<file path="config.mk">
export PLATFORM = sky130hd
export DESIGN_NAME = c4_board_engine_flat
export DESIGN_NICKNAME = d
export VERILOG_FILES = /design/src/rtl/c4_pkg.sv /design/src/rtl/c4_board_engine_if.sv /design/src/rtl/c4_gap_timer.sv /design/src/rtl/c4_board_engine.sv /design/src/flat_wrapper.sv
export SDC_FILE = /design/constraint.sdc
export NUM_CORES = 1
export LEC_CHECK = 0
export ABC_AREA = 1
export ABC_CLOCK_PERIOD_IN_PS = 12200
export BUFFER_PORTS_ARGS = -buffer_cell sky130_fd_sc_hd__clkbuf_2
export CAP_MARGIN = 40
export CORE_ASPECT_RATIO = 0.8
export CORE_MARGIN = 2
export CORE_UTILIZATION = 23
export CTS_CLUSTER_SIZE = 28
export DETAILED_ROUTE_END_ITERATION = 16
export HOLD_SLACK_MARGIN = 0.06
export PLACE_DENSITY_LB_ADDON = 0.2
export SLEW_MARGIN = 10
export SYNTH_ARGS = -nofsm -noshare
export SYNTH_HDL_FRONTEND = slang
export SYNTH_SLANG_ARGS = --single-unit
</file>
<file path="constraint.sdc">
create_clock -name CLOCK_50 -period 12.2 [get_ports CLOCK_50]
set_input_delay 2.44 -clock CLOCK_50 [delete_from_list [all_inputs] [get_ports CLOCK_50]]
set_output_delay 2.44 -clock CLOCK_50 [all_outputs]
set_load 0.05 [all_outputs]
</file>
<file path="src/rtl/c4_pkg.sv">
// Shared constants, state encoding and direction helpers for the Connect-4 board engine.
package c4_pkg;

   localparam int ROWS   = 6;
   localparam int COLS   = 7;
   localparam int NCELLS = 42;

   localparam logic [1:0] CELL_EMPTY = 2'b00;
   localparam logic [1:0] CELL_P1    = 2'b01;
   localparam logic [1:0] CELL_P2    = 2'b10;
   localparam logic [1:0] WIN_NONE   = 2'b00;
   localparam logic [1:0] WIN_DRAW   = 2'b11;

   typedef enum logic [2:0] {
      S_IDLE, S_FIND, S_PLACE, S_CHECK, S_HOLD, S_OVER, S_CLEAR, S_CLR_HOLD
   } state_t;

   typedef logic signed [3:0] coord_t;

   // Directions 0..3: horizontal, vertical, diagonal '/', diagonal '\' (row 0 is the top row)
   function automatic coord_t dir_dr(input logic [1:0] d);
      case (d)
         2'd0:    return 4'sd0;
         2'd1:    return 4'sd1;
         2'd2:    return -4'sd1;
         default: return 4'sd1;
      endcase
   endfunction

   function automatic coord_t dir_dc(input logic [1:0] d);
      case (d)
         2'd0:    return 4'sd1;
         2'd1:    return 4'sd0;
         default: return 4'sd1;
      endcase
   endfunction

   function automatic logic on_board(input coord_t r, input coord_t c);
      return (r >= 4'sd0) && (r < 4'sd6) && (c >= 4'sd0) && (c < 4'sd7);
   endfunction

   function automatic logic [5:0] cell_idx(input logic [2:0] r, input logic [2:0] c);
      return {3'b000, r} * 6'd7 + {3'b000, c};
   endfunction

endpackage

</file>
<file path="src/rtl/c4_board_engine_if.sv">
// Player-command and board/status bundle between the key front end, the engine and the renderer.
interface c4_board_engine_if;
   import c4_pkg::*;

   logic       drop_req;
   logic [2:0] col_sel;
   logic       new_game;
   logic [1:0] board [NCELLS];
   logic       p2_turn;
   logic       busy;
   logic       illegal;
   logic       game_over;
   logic [1:0] winner;

   modport master (
      output drop_req, col_sel, new_game,
      input  board, p2_turn, busy, illegal, game_over, winner
   );

   modport slave (
      input  drop_req, col_sel, new_game,
      output board, p2_turn, busy, illegal, game_over, winner
   );

endinterface

</file>
<file path="src/rtl/c4_gap_timer.sv">
// One-shot gap timer: done pulses HOLD_CYCLES cycles after a start pulse.
module c4_gap_timer #(
   parameter int HOLD_CYCLES = 65536
) (
   input  logic CLOCK_50,
   input  logic Resetn,
   input  logic start,
   output logic done
);

   localparam int CW = $clog2(HOLD_CYCLES) + 1;
   localparam logic [CW-1:0] LAST = CW'(HOLD_CYCLES - 1);

   logic [CW-1:0] cnt_reg;
   logic          run_reg;

   assign done = run_reg && (cnt_reg == LAST);

   always_ff @(posedge CLOCK_50 or negedge Resetn) begin
      if (!Resetn) begin
         cnt_reg <= '0;
         run_reg <= 1'b0;
      end else if (start) begin
         cnt_reg <= '0;
         run_reg <= 1'b1;
      end else if (done) begin
         run_reg <= 1'b0;
      end else if (run_reg) begin
         cnt_reg <= cnt_reg + 1'b1;
      end
   end

endmodule

</file>
<file path="src/rtl/c4_board_engine.sv">
// Connect-4 game-state engine: column drops, landing search, win check, turn order and
// paced board clear, with at most one cell changing per hold window.
module c4_board_engine
   import c4_pkg::*;
#(
   parameter int HOLD_CYCLES = 65536,
   parameter int WIN_LEN     = 4
) (
   input logic              CLOCK_50,
   input logic              Resetn,
   c4_board_engine_if.slave bus
);

   localparam logic [3:0] WL4 = 4'(WIN_LEN);

   state_t     state_reg, state_next;
   logic [1:0] board_reg [NCELLS];
   logic       board_we;
   logic [5:0] board_widx;
   logic [1:0] board_wdata;

   logic       drop_cur_reg, drop_prev_reg, ng_cur_reg, ng_prev_reg;
   logic [2:0] col_reg, col_next, row_reg, row_next;
   logic       p2_turn_reg, p2_turn_next;
   logic [5:0] move_cnt_reg, move_cnt_next, clr_idx_reg, clr_idx_next;
   logic       illegal_reg, illegal_next, game_over_reg, game_over_next;
   logic       win_reg, win_next, side_reg, side_next;
   logic [1:0] winner_reg, winner_next, dir_reg, dir_next, dir_inc;
   logic [3:0] steps_reg, steps_next, count_reg, count_next;
   coord_t     chk_r_reg, chk_r_next, chk_c_reg, chk_c_next;
   coord_t     row_c, col_c, step_r, step_c;

   logic       drop_edge, ng_edge, gap_start, gap_done, end_side, probe_hit;
   logic [1:0] mover;
   logic [5:0] find_idx, probe_idx;

   assign drop_edge = drop_cur_reg & ~drop_prev_reg;
   assign ng_edge   = ng_cur_reg & ~ng_prev_reg;
   assign mover     = p2_turn_reg ? CELL_P2 : CELL_P1;
   assign row_c     = coord_t'({1'b0, row_reg});
   assign col_c     = coord_t'({1'b0, col_reg});
   assign dir_inc   = dir_reg + 2'd1;
   assign step_r    = side_reg ? -dir_dr(dir_reg) : dir_dr(dir_reg);
   assign step_c    = side_reg ? -dir_dc(dir_reg) : dir_dc(dir_reg);
   assign find_idx  = cell_idx(row_reg, col_reg);
   assign probe_idx = cell_idx(chk_r_reg[2:0], chk_c_reg[2:0]);
   assign probe_hit = on_board(chk_r_reg, chk_c_reg) && (board_reg[probe_idx] == mover);

   // The timer restarts on every entry into a gap state, so HOLD and CLR_HOLD share it.
   assign gap_start = ((state_next == S_HOLD) || (state_next == S_CLR_HOLD)) &&
                      (state_next != state_reg);

   c4_gap_timer #(.HOLD_CYCLES(HOLD_CYCLES)) u_gap_timer (
      .CLOCK_50 (CLOCK_50),
      .Resetn   (Resetn),
      .start    (gap_start),
      .done     (gap_done)
   );

   always_comb begin
      state_next     = state_reg;
      col_next       = col_reg;
      row_next       = row_reg;
      p2_turn_next   = p2_turn_reg;
      move_cnt_next  = move_cnt_reg;
      clr_idx_next   = clr_idx_reg;
      illegal_next   = 1'b0;
      game_over_next = game_over_reg;
      win_next       = win_reg;
      winner_next    = winner_reg;
      dir_next       = dir_reg;
      side_next      = side_reg;
      steps_next     = steps_reg;
      count_next     = count_reg;
      chk_r_next     = chk_r_reg;
      chk_c_next     = chk_c_reg;
      board_we       = 1'b0;
      board_widx     = find_idx;
      board_wdata    = mover;
      end_side       = 1'b0;

      case (state_reg)
         S_IDLE: begin
            if (ng_edge) begin
               clr_idx_next = 6'd0;
               state_next   = S_CLEAR;
            end else if (drop_edge) begin
               if (bus.col_sel > 3'd6) begin
                  illegal_next = 1'b1;
               end else begin
                  col_next   = bus.col_sel;
                  row_next   = 3'd5;
                  state_next = S_FIND;
               end
            end
         end
         S_FIND: begin
            if (board_reg[find_idx] == CELL_EMPTY) begin
               state_next = S_PLACE;
            end else if (row_reg == 3'd0) begin
               illegal_next = 1'b1;
               state_next   = S_IDLE;
            end else begin
               row_next = row_reg - 3'd1;
            end
         end
         S_PLACE: begin
            board_we      = 1'b1;
            move_cnt_next = move_cnt_reg + 6'd1;
            win_next      = 1'b0;
            dir_next      = 2'd0;
            side_next     = 1'b0;
            steps_next    = 4'd0;
            count_next    = 4'd1;
            chk_r_next    = row_c + dir_dr(2'd0);
            chk_c_next    = col_c + dir_dc(2'd0);
            state_next    = S_CHECK;
         end
         S_CHECK: begin
            // One probe per cycle; a side ends at the board edge, a foreign cell or the step limit.
            if (probe_hit) begin
               if (count_reg + 4'd1 >= WL4) begin
                  win_next    = 1'b1;
                  winner_next = mover;
                  state_next  = S_HOLD;
               end else begin
                  count_next = count_reg + 4'd1;
                  steps_next = steps_reg + 4'd1;
                  if (steps_reg + 4'd1 < WL4 - 4'd1) begin
                     chk_r_next = chk_r_reg + step_r;
                     chk_c_next = chk_c_reg + step_c;
                  end else begin
                     end_side = 1'b1;
                  end
               end
            end else begin
               end_side = 1'b1;
            end
            if (end_side) begin
               steps_next = 4'd0;
               if (!side_reg) begin
                  side_next  = 1'b1;
                  chk_r_next = row_c - dir_dr(dir_reg);
                  chk_c_next = col_c - dir_dc(dir_reg);
               end else if (dir_reg == 2'd3) begin
                  state_next = S_HOLD;
               end else begin
                  dir_next   = dir_inc;
                  side_next  = 1'b0;
                  count_next = 4'd1;
                  chk_r_next = row_c + dir_dr(dir_inc);
                  chk_c_next = col_c + dir_dc(dir_inc);
               end
            end
         end
         S_HOLD: begin
            if (gap_done) begin
               if (win_reg) begin
                  game_over_next = 1'b1;
                  state_next     = S_OVER;
               end else if (move_cnt_reg == 6'd42) begin
                  game_over_next = 1'b1;
                  winner_next    = WIN_DRAW;
                  state_next     = S_OVER;
               end else begin
                  p2_turn_next = ~p2_turn_reg;
                  state_next   = S_IDLE;
               end
            end
         end
         S_OVER: begin
            if (ng_edge) begin
               clr_idx_next = 6'd0;
               state_next   = S_CLEAR;
            end
         end
         S_CLEAR: begin
            if (board_reg[clr_idx_reg] != CELL_EMPTY) begin
               board_we    = 1'b1;
               board_widx  = clr_idx_reg;
               board_wdata = CELL_EMPTY;
               state_next  = S_CLR_HOLD;
            end else if (clr_idx_reg == 6'd41) begin
               state_next = S_IDLE;
            end else begin
               clr_idx_next = clr_idx_reg + 6'd1;
            end
         end
         S_CLR_HOLD: begin
            if (gap_done) begin
               if (clr_idx_reg == 6'd41) begin
                  state_next = S_IDLE;
               end else begin
                  clr_idx_next = clr_idx_reg + 6'd1;
                  state_next   = S_CLEAR;
               end
            end
         end
         default: state_next = S_IDLE;
      endcase

      // Leaving the clear scan restores a fresh game.
      if ((state_reg == S_CLEAR || state_reg == S_CLR_HOLD) && state_next == S_IDLE) begin
         p2_turn_next   = 1'b0;
         winner_next    = WIN_NONE;
         game_over_next = 1'b0;
         move_cnt_next  = 6'd0;
         win_next       = 1'b0;
      end
   end

   always_ff @(posedge CLOCK_50 or negedge Resetn) begin
      if (!Resetn) begin
         state_reg     <= S_IDLE;
         drop_cur_reg  <= 1'b0;
         drop_prev_reg <= 1'b0;
         ng_cur_reg    <= 1'b0;
         ng_prev_reg   <= 1'b0;
         col_reg       <= 3'd0;
         row_reg       <= 3'd0;
         p2_turn_reg   <= 1'b0;
         move_cnt_reg  <= 6'd0;
         clr_idx_reg   <= 6'd0;
         illegal_reg   <= 1'b0;
         game_over_reg <= 1'b0;
         win_reg       <= 1'b0;
         winner_reg    <= WIN_NONE;
         dir_reg       <= 2'd0;
         side_reg      <= 1'b0;
         steps_reg     <= 4'd0;
         count_reg     <= 4'd0;
         chk_r_reg     <= 4'sd0;
         chk_c_reg     <= 4'sd0;
      end else begin
         state_reg     <= state_next;
         drop_cur_reg  <= bus.drop_req;
         drop_prev_reg <= drop_cur_reg;
         ng_cur_reg    <= bus.new_game;
         ng_prev_reg   <= ng_cur_reg;
         col_reg       <= col_next;
         row_reg       <= row_next;
         p2_turn_reg   <= p2_turn_next;
         move_cnt_reg  <= move_cnt_next;
         clr_idx_reg   <= clr_idx_next;
         illegal_reg   <= illegal_next;
         game_over_reg <= game_over_next;
         win_reg       <= win_next;
         winner_reg    <= winner_next;
         dir_reg       <= dir_next;
         side_reg      <= side_next;
         steps_reg     <= steps_next;
         count_reg     <= count_next;
         chk_r_reg     <= chk_r_next;
         chk_c_reg     <= chk_c_next;
      end
   end

   always_ff @(posedge CLOCK_50 or negedge Resetn) begin
      if (!Resetn) begin
         for (int i = 0; i < NCELLS; i++) board_reg[i] <= CELL_EMPTY;
      end else if (board_we) begin
         board_reg[board_widx] <= board_wdata;
      end
   end

   generate
      for (genvar gi = 0; gi < NCELLS; gi++) begin : g_board_out
         assign bus.board[gi] = board_reg[gi];
      end
   endgenerate

   assign bus.p2_turn   = p2_turn_reg;
   assign bus.busy      = !((state_reg == S_IDLE) || (state_reg == S_OVER));
   assign bus.illegal   = illegal_reg;
   assign bus.game_over = game_over_reg;
   assign bus.winner    = winner_reg;

endmodule
</file>
<file path="src/flat_wrapper.sv">
// flat-port wrapper written by rule: the top's interface ports become plain ports
module c4_board_engine_flat import c4_pkg::*;
#(
   parameter int HOLD_CYCLES = 65536,
   parameter int WIN_LEN     = 4
)
  (CLOCK_50, Resetn, bus_drop_req, bus_col_sel, bus_new_game, bus_board, bus_p2_turn, bus_busy, bus_illegal, bus_game_over, bus_winner);
  c4_board_engine_if bus_i ();
  input logic CLOCK_50;
  input logic Resetn;
  input wire logic [$bits(bus_i.drop_req)-1:0] bus_drop_req;
  input wire logic [$bits(bus_i.col_sel)-1:0] bus_col_sel;
  input wire logic [$bits(bus_i.new_game)-1:0] bus_new_game;
  output wire logic [$bits(bus_i.board)-1:0] bus_board;
  output wire logic [$bits(bus_i.p2_turn)-1:0] bus_p2_turn;
  output wire logic [$bits(bus_i.busy)-1:0] bus_busy;
  output wire logic [$bits(bus_i.illegal)-1:0] bus_illegal;
  output wire logic [$bits(bus_i.game_over)-1:0] bus_game_over;
  output wire logic [$bits(bus_i.winner)-1:0] bus_winner;
  assign bus_i.drop_req = bus_drop_req;
  assign bus_i.col_sel = bus_col_sel;
  assign bus_i.new_game = bus_new_game;
  assign bus_board = {>>{bus_i.board}};
  assign bus_p2_turn = bus_i.p2_turn;
  assign bus_busy = bus_i.busy;
  assign bus_illegal = bus_i.illegal;
  assign bus_game_over = bus_i.game_over;
  assign bus_winner = bus_i.winner;
  c4_board_engine #(.HOLD_CYCLES(HOLD_CYCLES), .WIN_LEN(WIN_LEN)) u_core (.CLOCK_50(CLOCK_50), .Resetn(Resetn), .bus(bus_i));
endmodule
</file>
==> Word level (Yosys, flattened, before mapping) <==
Cells that the tools add are included.
{ "classes": {"muxes": 139, "eq_ne": 40, "n_mul": 2, "bitwise": 11, "reduce_logical": 42, "order_cmp": 12, "n_addsub": 18} }
{ "ops": {"columns": ["op", "n"], "rows": [
  ["$mux 4", 36],
  ["$bwmux 84", 1],
  ["$mux 3", 23],
  ["$mux 17", 3],
  ["$mux 6", 8],
  ["$pmux 4 s2", 6],
  ["$mux 2", 19],
  ["$bmux 2 s6", 3],
  ["$mux 1", 30],
  ["$ge 7x7->1 const B", 4],
  ["$not 6->7", 4],
  ["$pmux 3 s8", 1],
  ["$eq 3x3->1 const B", 6],
  ["$pmux 6 s3", 1],
  ["$add 17x1->17 const B", 1],
  ["$eq 17x16->1 const B", 1],
  ["$add 4x4->4", 4],
  ["$ne 2x2->1 const B", 8],
  ["$reduce_and 4->1", 4],
  ["$reduce_bool 2->1", 8],
  ["$ne 3x1->1 const B", 5],
  ["$add 6x1->6 const B", 2],
  ["$add 6x3->6", 2],
  ["$demux 2 s6", 1],
  ["other kinds (38)", 83]
]} }
{ "totals": {"reg_bits": 152, "input_bits": 7, "out_inout_bits": 90} }

==> Longest topological paths before layout <==
{ "logic_depth": {"word_depth": 18, "ltp_mapped": 27, "ltp_nobuf": 27} }

==> By module <==
Synthesis repeated with hierarchy kept, for this count alone.
{ "unflattened": {"hier_cells": 1410, "area_unflattened_um2": 10251.1} }
{ "by_module_without_submodules": {"columns": ["module", "seq_area_each_um2", "area_each_um2", "cells_per_inst", "instances"], "rows": [
  ["c4_board_engine", 3353.2, 9212.6, 1264, 1],
  ["c4_gap_timer", 450.4, 1038.5, 146, 1]
]} }

==> Worst setup path before layout <==
No wires, ideal clock.
{ "synth_path": {"path_type": "register to register", "startpoint": "register u_core.chk_r_reg[1]", "endpoint": "register u_core.u_gap_timer.cnt_reg[16]", "path_slack_ns": 8.237, "stages_incl_launch_ff": 25, "required_time_ns": 12.122, "setup_ns": 0.078, "arrival_ns": 3.886, "synth_period_minus_slack_ns": 3.963, "cell_sequence": "dfrtp_1 fa_1 fa_1 inv_1 fa_1 xnor2_1 inv_1 nand3_1 nand3_1 nand3_1 nand2_1 inv_1 nand2_1 nand2_1 nand3_1 nand2_1 inv_1 nand2_1 nand2_1 nand2_2 nor2_1 nor2_1 nand2_2 buf_6 a21oi_1"} }
{ "synth_via": {"elab_chain_cells": 18, "elab_cells_between_ends": 29, "classes_between": "1 x add/sub; 1 x mul; 2 x order compare; 5 x eq/ne; 11 x mux; 1 x bitwise; 8 x reduce/logical"} }
{ "synth_lines": {"columns": ["item", "line_no", "text"], "rows": [
  ["start, declared", "c4_board_engine.sv:30", "coord_t chk_r_reg, chk_r_next, chk_c_reg, chk_c_next;"],
  ["start signal, assigned", "c4_board_engine.sv:253", "chk_r_reg <= chk_r_next;"],
  ["$mul 3x3->6", "c4_pkg.sv:43", "return {3'b000, r} * 6'd7 + {3'b000, c};"],
  ["$add 6x3->6", "c4_pkg.sv:43", null],
  ["$not 6->7 (not written as such)", "c4_board_engine.sv:47", "assign probe_hit = on_board(chk_r_reg, chk_c_reg) && (board_reg[probe_idx] == mover);"],
  ["$bmux 2 s6", "c4_board_engine.sv:47", null],
  ["$mux 2 (not written as such) (2 in a row)", "c4_board_engine.sv:47", null],
  ["$eq 2x2->1", "c4_board_engine.sv:47", null],
  ["$logic_and 1x1->1 (*)", "c4_board_engine.sv:47", null],
  ["$mux 3", "c4_board_engine.sv:121", "if (probe_hit) begin"],
  ["$mux 3", "c4_board_engine.sv:145", "end else if (dir_reg == 2'd3) begin"],
  ["$mux 3", "c4_board_engine.sv:141", "if (!side_reg) begin"],
  ["$mux 3 (*)", "c4_board_engine.sv:139", "if (end_side) begin"],
  ["$pmux 3 s8 (*)", "c4_board_engine.sv:82", "case (state_reg)"],
  ["$eq 3x3->1", "c4_board_engine.sv:50", "assign gap_start = ((state_next == S_HOLD) || (state_next == S_CLR_HOLD)) &&"],
  ["$logic_or 1x1->1", "c4_board_engine.sv:50", null],
  ["$logic_and 1x1->1 (*)", "c4_board_engine.sv:50", null],
  ["$ne 2x1->1 (no source line) or $reduce_bool 2->1 (tied branches)", null, null],
  ["$reduce_and 2->1 (no source line)", null, null],
  ["end signal, assigned", "c4_gap_timer.sv:29", "cnt_reg <= cnt_reg + 1'b1;"],
  ["end, declared", "c4_gap_timer.sv:14", "logic [CW-1:0] cnt_reg;"]
]} }
Mark *: on every way between the ends. The rest lies on a longest branch, timed or not. The select of a mux whose other input is x is not followed.
A chain may end at the register's enable or synchronous reset.

==> Final worst setup path <==
{ "layout_path": {"startpoint": "register u_core.chk_r_reg[1]", "endpoint": "register u_core.u_gap_timer.cnt_reg[0]"} }
The elaborated chain is that of the path after synthesis.

==> results.txt <==
Fraction of synthesis flops using an asynchronous set or reset pin: 100%. Dividing the detail-routed via count by the number of cells gives 4.78. The tools report the headroom to the max-slew limit as 45.4%. Relative to the synthesized area, the layout overhead comes to 16.2%.

After the flow finishes, the layout carries non-filler instances totaling 2174. Clock-pin slew was measured on the worst setup and hold paths at 0.07 ns. For this run, the detailed router's first-pass iteration total came to 5.

Area of all sequential standard cells: 3800 µm². The most used flip-flop cell after synthesis is sky130_fd_sc_hd__dfrtp_1. The placed instances occupy a cell area of 11700 µm². The cell that appears most often on the critical path is sky130_fd_sc_hd__nand2_1. The synthesized netlist contains 54 unique library cells. In the post-synthesis netlist, the biggest area contributors are sky130_fd_sc_hd__dfrtp_1 (36%), sky130_fd_sc_hd__nand2_1 (12%), sky130_fd_sc_hd__nand3_1 (8.5%). The congestion estimate from routability-driven global placement came to 0.928.

The final number of max-transition violations was 0; the flip-flop and latch count after synthesis was 152. The floorplan die area was 47800 µm²; the latest clock arrival within the worst-skew pair was 0.45 ns. The share of the cycle needed by the critical path after routing was 44.0%; the half-perimeter wire length of the detailed placement result was 29.2 mm.

The detail route stage leaves a number of antenna-violating nets equal to 0. The die is 244 µm wide. The commonest cells after synthesis are sky130_fd_sc_hd__nand2_1 (348), sky130_fd_sc_hd__nand3_1 (181), sky130_fd_sc_hd__inv_1 (173). The number of setup buffers added after CTS is 0. After synthesis, the largest area contributor takes up 35.9% of total cell area. For this run, the total global-route usage over all layers was measured as 16.3%. Data on the critical path arrives at its endpoint at 5.68 ns. The run gives 928 as the violation count after the first detailed-route iteration. The critical path start-end classification was reg2reg. The worst setup path is captured at a register. The leading area contributor after synthesis was sky130_fd_sc_hd__dfrtp_1. In this run, synthesis inferred 0 flip-flops with an integrated enable.

Reported max-cap violation count: 0. The number of vias after detailed routing is 10400. Counting every net in the synthesized netlist gives 1544. The signal on the critical path passes through fa_1, fa_1, inv_1, fa_1, inv_1, nor2_1, o211ai_1, a21oi_1, nand2_1, nand2_1, nand2_1, inv_1, nand2_1, nand2_1, nand3_1, nand2_1, nand2_1, nand2_1, nand2_1, nand2_1, nand2_1, nand2_2, a21oi_1. The total grt overflow was 0.

The run gives 0 as the initial antenna violation count. Yosys printed 0 warnings. The post-cts hold buffer count is 0, and the flip-flop count of the largest register after layout is 84.

Cells with a size suffix above 1 make up 11.8% of the layout. In this run the worst path has a maximum fanout of 18. Between clock sinks in the finished design, the worst skew comes to 0.0147 ns. The count of endpoints failing hold in the final timing report was 0; the layout net count was 1622.

For the worst setup path, the data required time is 12.52 ns. In this run the deepest clock path goes through 2 buffers. The layout has 4967 filler cells. For this configuration, the core starts out at a cell density of 23.2%. Dividing the detail-routed wire length by the instance count gives 17.8 µm.

The logs give 0 for the count of final setup violators and 27.0% for the utilization of the core after routing. The tools report the buffer cell driving the clock tree root as sky130_fd_sc_hd__clkbuf_16. Wire length of the first global-routing pass: 60.0 mm.

The run finished with clean final reports. Once placement completed, the tool counted placed cells totaling 2142. Number of I/O port buffers: 96. The run gives 9887 as the via count of the first global-routing pass. Averaged over all synthesized cells, the footprint is 7.21 µm². The fmax was 186 MHz. The worst min-delay path category is reg2reg. The number of placement rows is 70. The number of buffers and inverters on the critical path is 3.

At the pin with the least slew margin, the transition time is 0.818 ns. Proportion of synthesized chip area in sequential cells: 35.9%. The mapped cell area is 10600 µm². The height of the chip is 196 µm. Setup repair after global routing left no endpoint under its margin. The number of levels in the clock H-tree is 4, and the maximum number of pins on one net before global-route repair is 78. The sort of element at the start of the critical path was a register.

The run gives 0 as the number of antenna repair diodes. Among cell families on the critical path, the largest total delay comes from simple AND/OR/NAND/NOR gates. For this design, the sink count on the clock tree is 152. Summing all multi-input logic gate instances after layout gives 5840 µm². By instance count, the leading cell after synthesis is sky130_fd_sc_hd__nand2_1. On the worst path, the slowest cell contributes a delay of 0.85 ns.

The logs give 17 for the number of buffers created by CTS and 0 for the total of cells resized after clock tree synthesis. The core footprint came out at 45600 µm². After routing the design area is 12300 µm². Number of cells produced by synthesis: 1471. Counting I/O delays and the setup requirement, the final critical path takes 5.37 ns. The top-level I/O count is 97, and the summed negative setup slack over all endpoints is 0 ns. TritonCTS built the clock tree. The routed design has 38.8 mm of wire. The slowest stage of the critical path is the sky130_fd_sc_hd__fa_1 cell. For this run, design rule violations remaining after detail routing come to 0.
## per-layer routing
metal | vias to the layer above | share of wire [%] | global-route usage, % | routed length [µm]
li1 | 5009 | - | - | -
met1 | 5039 | 51 | 24.9 | 19700
met2 | 318 | 42 | 23.8 | 16500
met3 | 25 | 5.7 | 2.60 | 2220
met4 | 0 | 0.98 | 3.39 | 381
met5 | - | 0 | 0 | 0
## metrics by stage
step / hold WS [ns] / setup slack (ns)
final: 0.373 / 6.83
after global routing: 0.384 / 6.32
after CTS: 0.376 / 6.86
after detailed placement: 0.360 / 6.88
after global placement: 0.361 / 7.03
after floorplan: 0.354 / 8.24
## cell usage in the layout (no fill, tap or decap), types with 3 or more instances in the layout
cell type | synthesis | routed
sky130_fd_sc_hd__clkbuf_2 | 0 | 95
sky130_fd_sc_hd__o21ai_0 | 120 | 120
sky130_fd_sc_hd__o2111ai_1 | 3 | 3
sky130_fd_sc_hd__nand2_2 | 5 | 5
sky130_fd_sc_hd__o22ai_1 | 5 | 5
sky130_fd_sc_hd__inv_1 | 173 | 173
sky130_fd_sc_hd__buf_4 | 4 | 13
sky130_fd_sc_hd__nor2_2 | 8 | 8
sky130_fd_sc_hd__nor2_1 | 108 | 108
sky130_fd_sc_hd__xnor2_1 | 12 | 12
sky130_fd_sc_hd__o21ai_2 | 4 | 4
sky130_fd_sc_hd__nand3_1 | 181 | 181
sky130_fd_sc_hd__dfrtp_1 | 152 | 152
sky130_fd_sc_hd__ha_1 | 54 | 54
sky130_fd_sc_hd__inv_6 | 0 | 3
sky130_fd_sc_hd__o31ai_1 | 6 | 6
sky130_fd_sc_hd__nor3_2 | 3 | 3
sky130_fd_sc_hd__clkbuf_16 | 0 | 17
sky130_fd_sc_hd__nor4_1 | 3 | 3
sky130_fd_sc_hd__clkinv_4 | 0 | 3
sky130_fd_sc_hd__o211ai_1 | 19 | 19
sky130_fd_sc_hd__xor2_1 | 22 | 22
sky130_fd_sc_hd__clkinvlp_4 | 0 | 3
sky130_fd_sc_hd__inv_2 | 10 | 10
sky130_fd_sc_hd__a21oi_1 | 71 | 71
sky130_fd_sc_hd__nand4_1 | 14 | 14
sky130_fd_sc_hd__a211oi_1 | 3 | 3
sky130_fd_sc_hd__o21ai_1 | 37 | 37
sky130_fd_sc_hd__nand2_1 | 348 | 348
sky130_fd_sc_hd__fa_1 | 12 | 12
sky130_fd_sc_hd__nor3_1 | 18 | 18
## worst paths after layout
| check | start | to | slack [ns] | cells after the start |
|---|---|---|---|---|
| max | u_core.chk_r_reg[1] | u_core.u_gap_timer.cnt_reg[0] | 6.83 | 23 |
| min | u_core.drop_cur_reg | u_core.drop_prev_reg | 0.37 | 0 |
| max reg2reg | u_core.chk_r_reg[1] | u_core.u_gap_timer.cnt_reg[0] | 6.83 | 23 |
| min reg2reg | u_core.drop_cur_reg | u_core.drop_prev_reg | 0.37 | 0 |
| max in group asynchronous | Resetn | u_core.bus.board[49] | 9.38 | 2 |
| min in group asynchronous | Resetn | u_core.bus.board[35] | 1.82 | 1 |
## cell families (layout without fill, tap and decap cells)
| family | after synthesis | in the layout | synth area share, % |
|---|---|---|---|
| muxes | 1 | 1 | 0.0944 |
| adders and majority gates | 66 | 66 | 8.64 |
| AOI/OAI and AO/OA | 279 | 279 | 14.5 |
| DFF | 152 | 152 | 35.9 |
| and+or+nand+nor | 702 | 702 | 29.0 |
| xor gates and xnor gates | 34 | 34 | 2.81 |
| buffers and inverters | 237 | 328 | 9.10 |
## cell type report
cell class | instances | area share (%)
inverter | 186 | 5.69
clock buffer | 18 | 3.56
timing repair buffer | 110 | 4.97
sequential | 152 | 30.9
multi-input combinational | 1082 | 47.4
tap | 612 | 6.22
clock inverter | 14 | 1.32
Power is not shown: default switching activity piles up to over one toggle a cycle in this logic, so the estimate is an artifact.
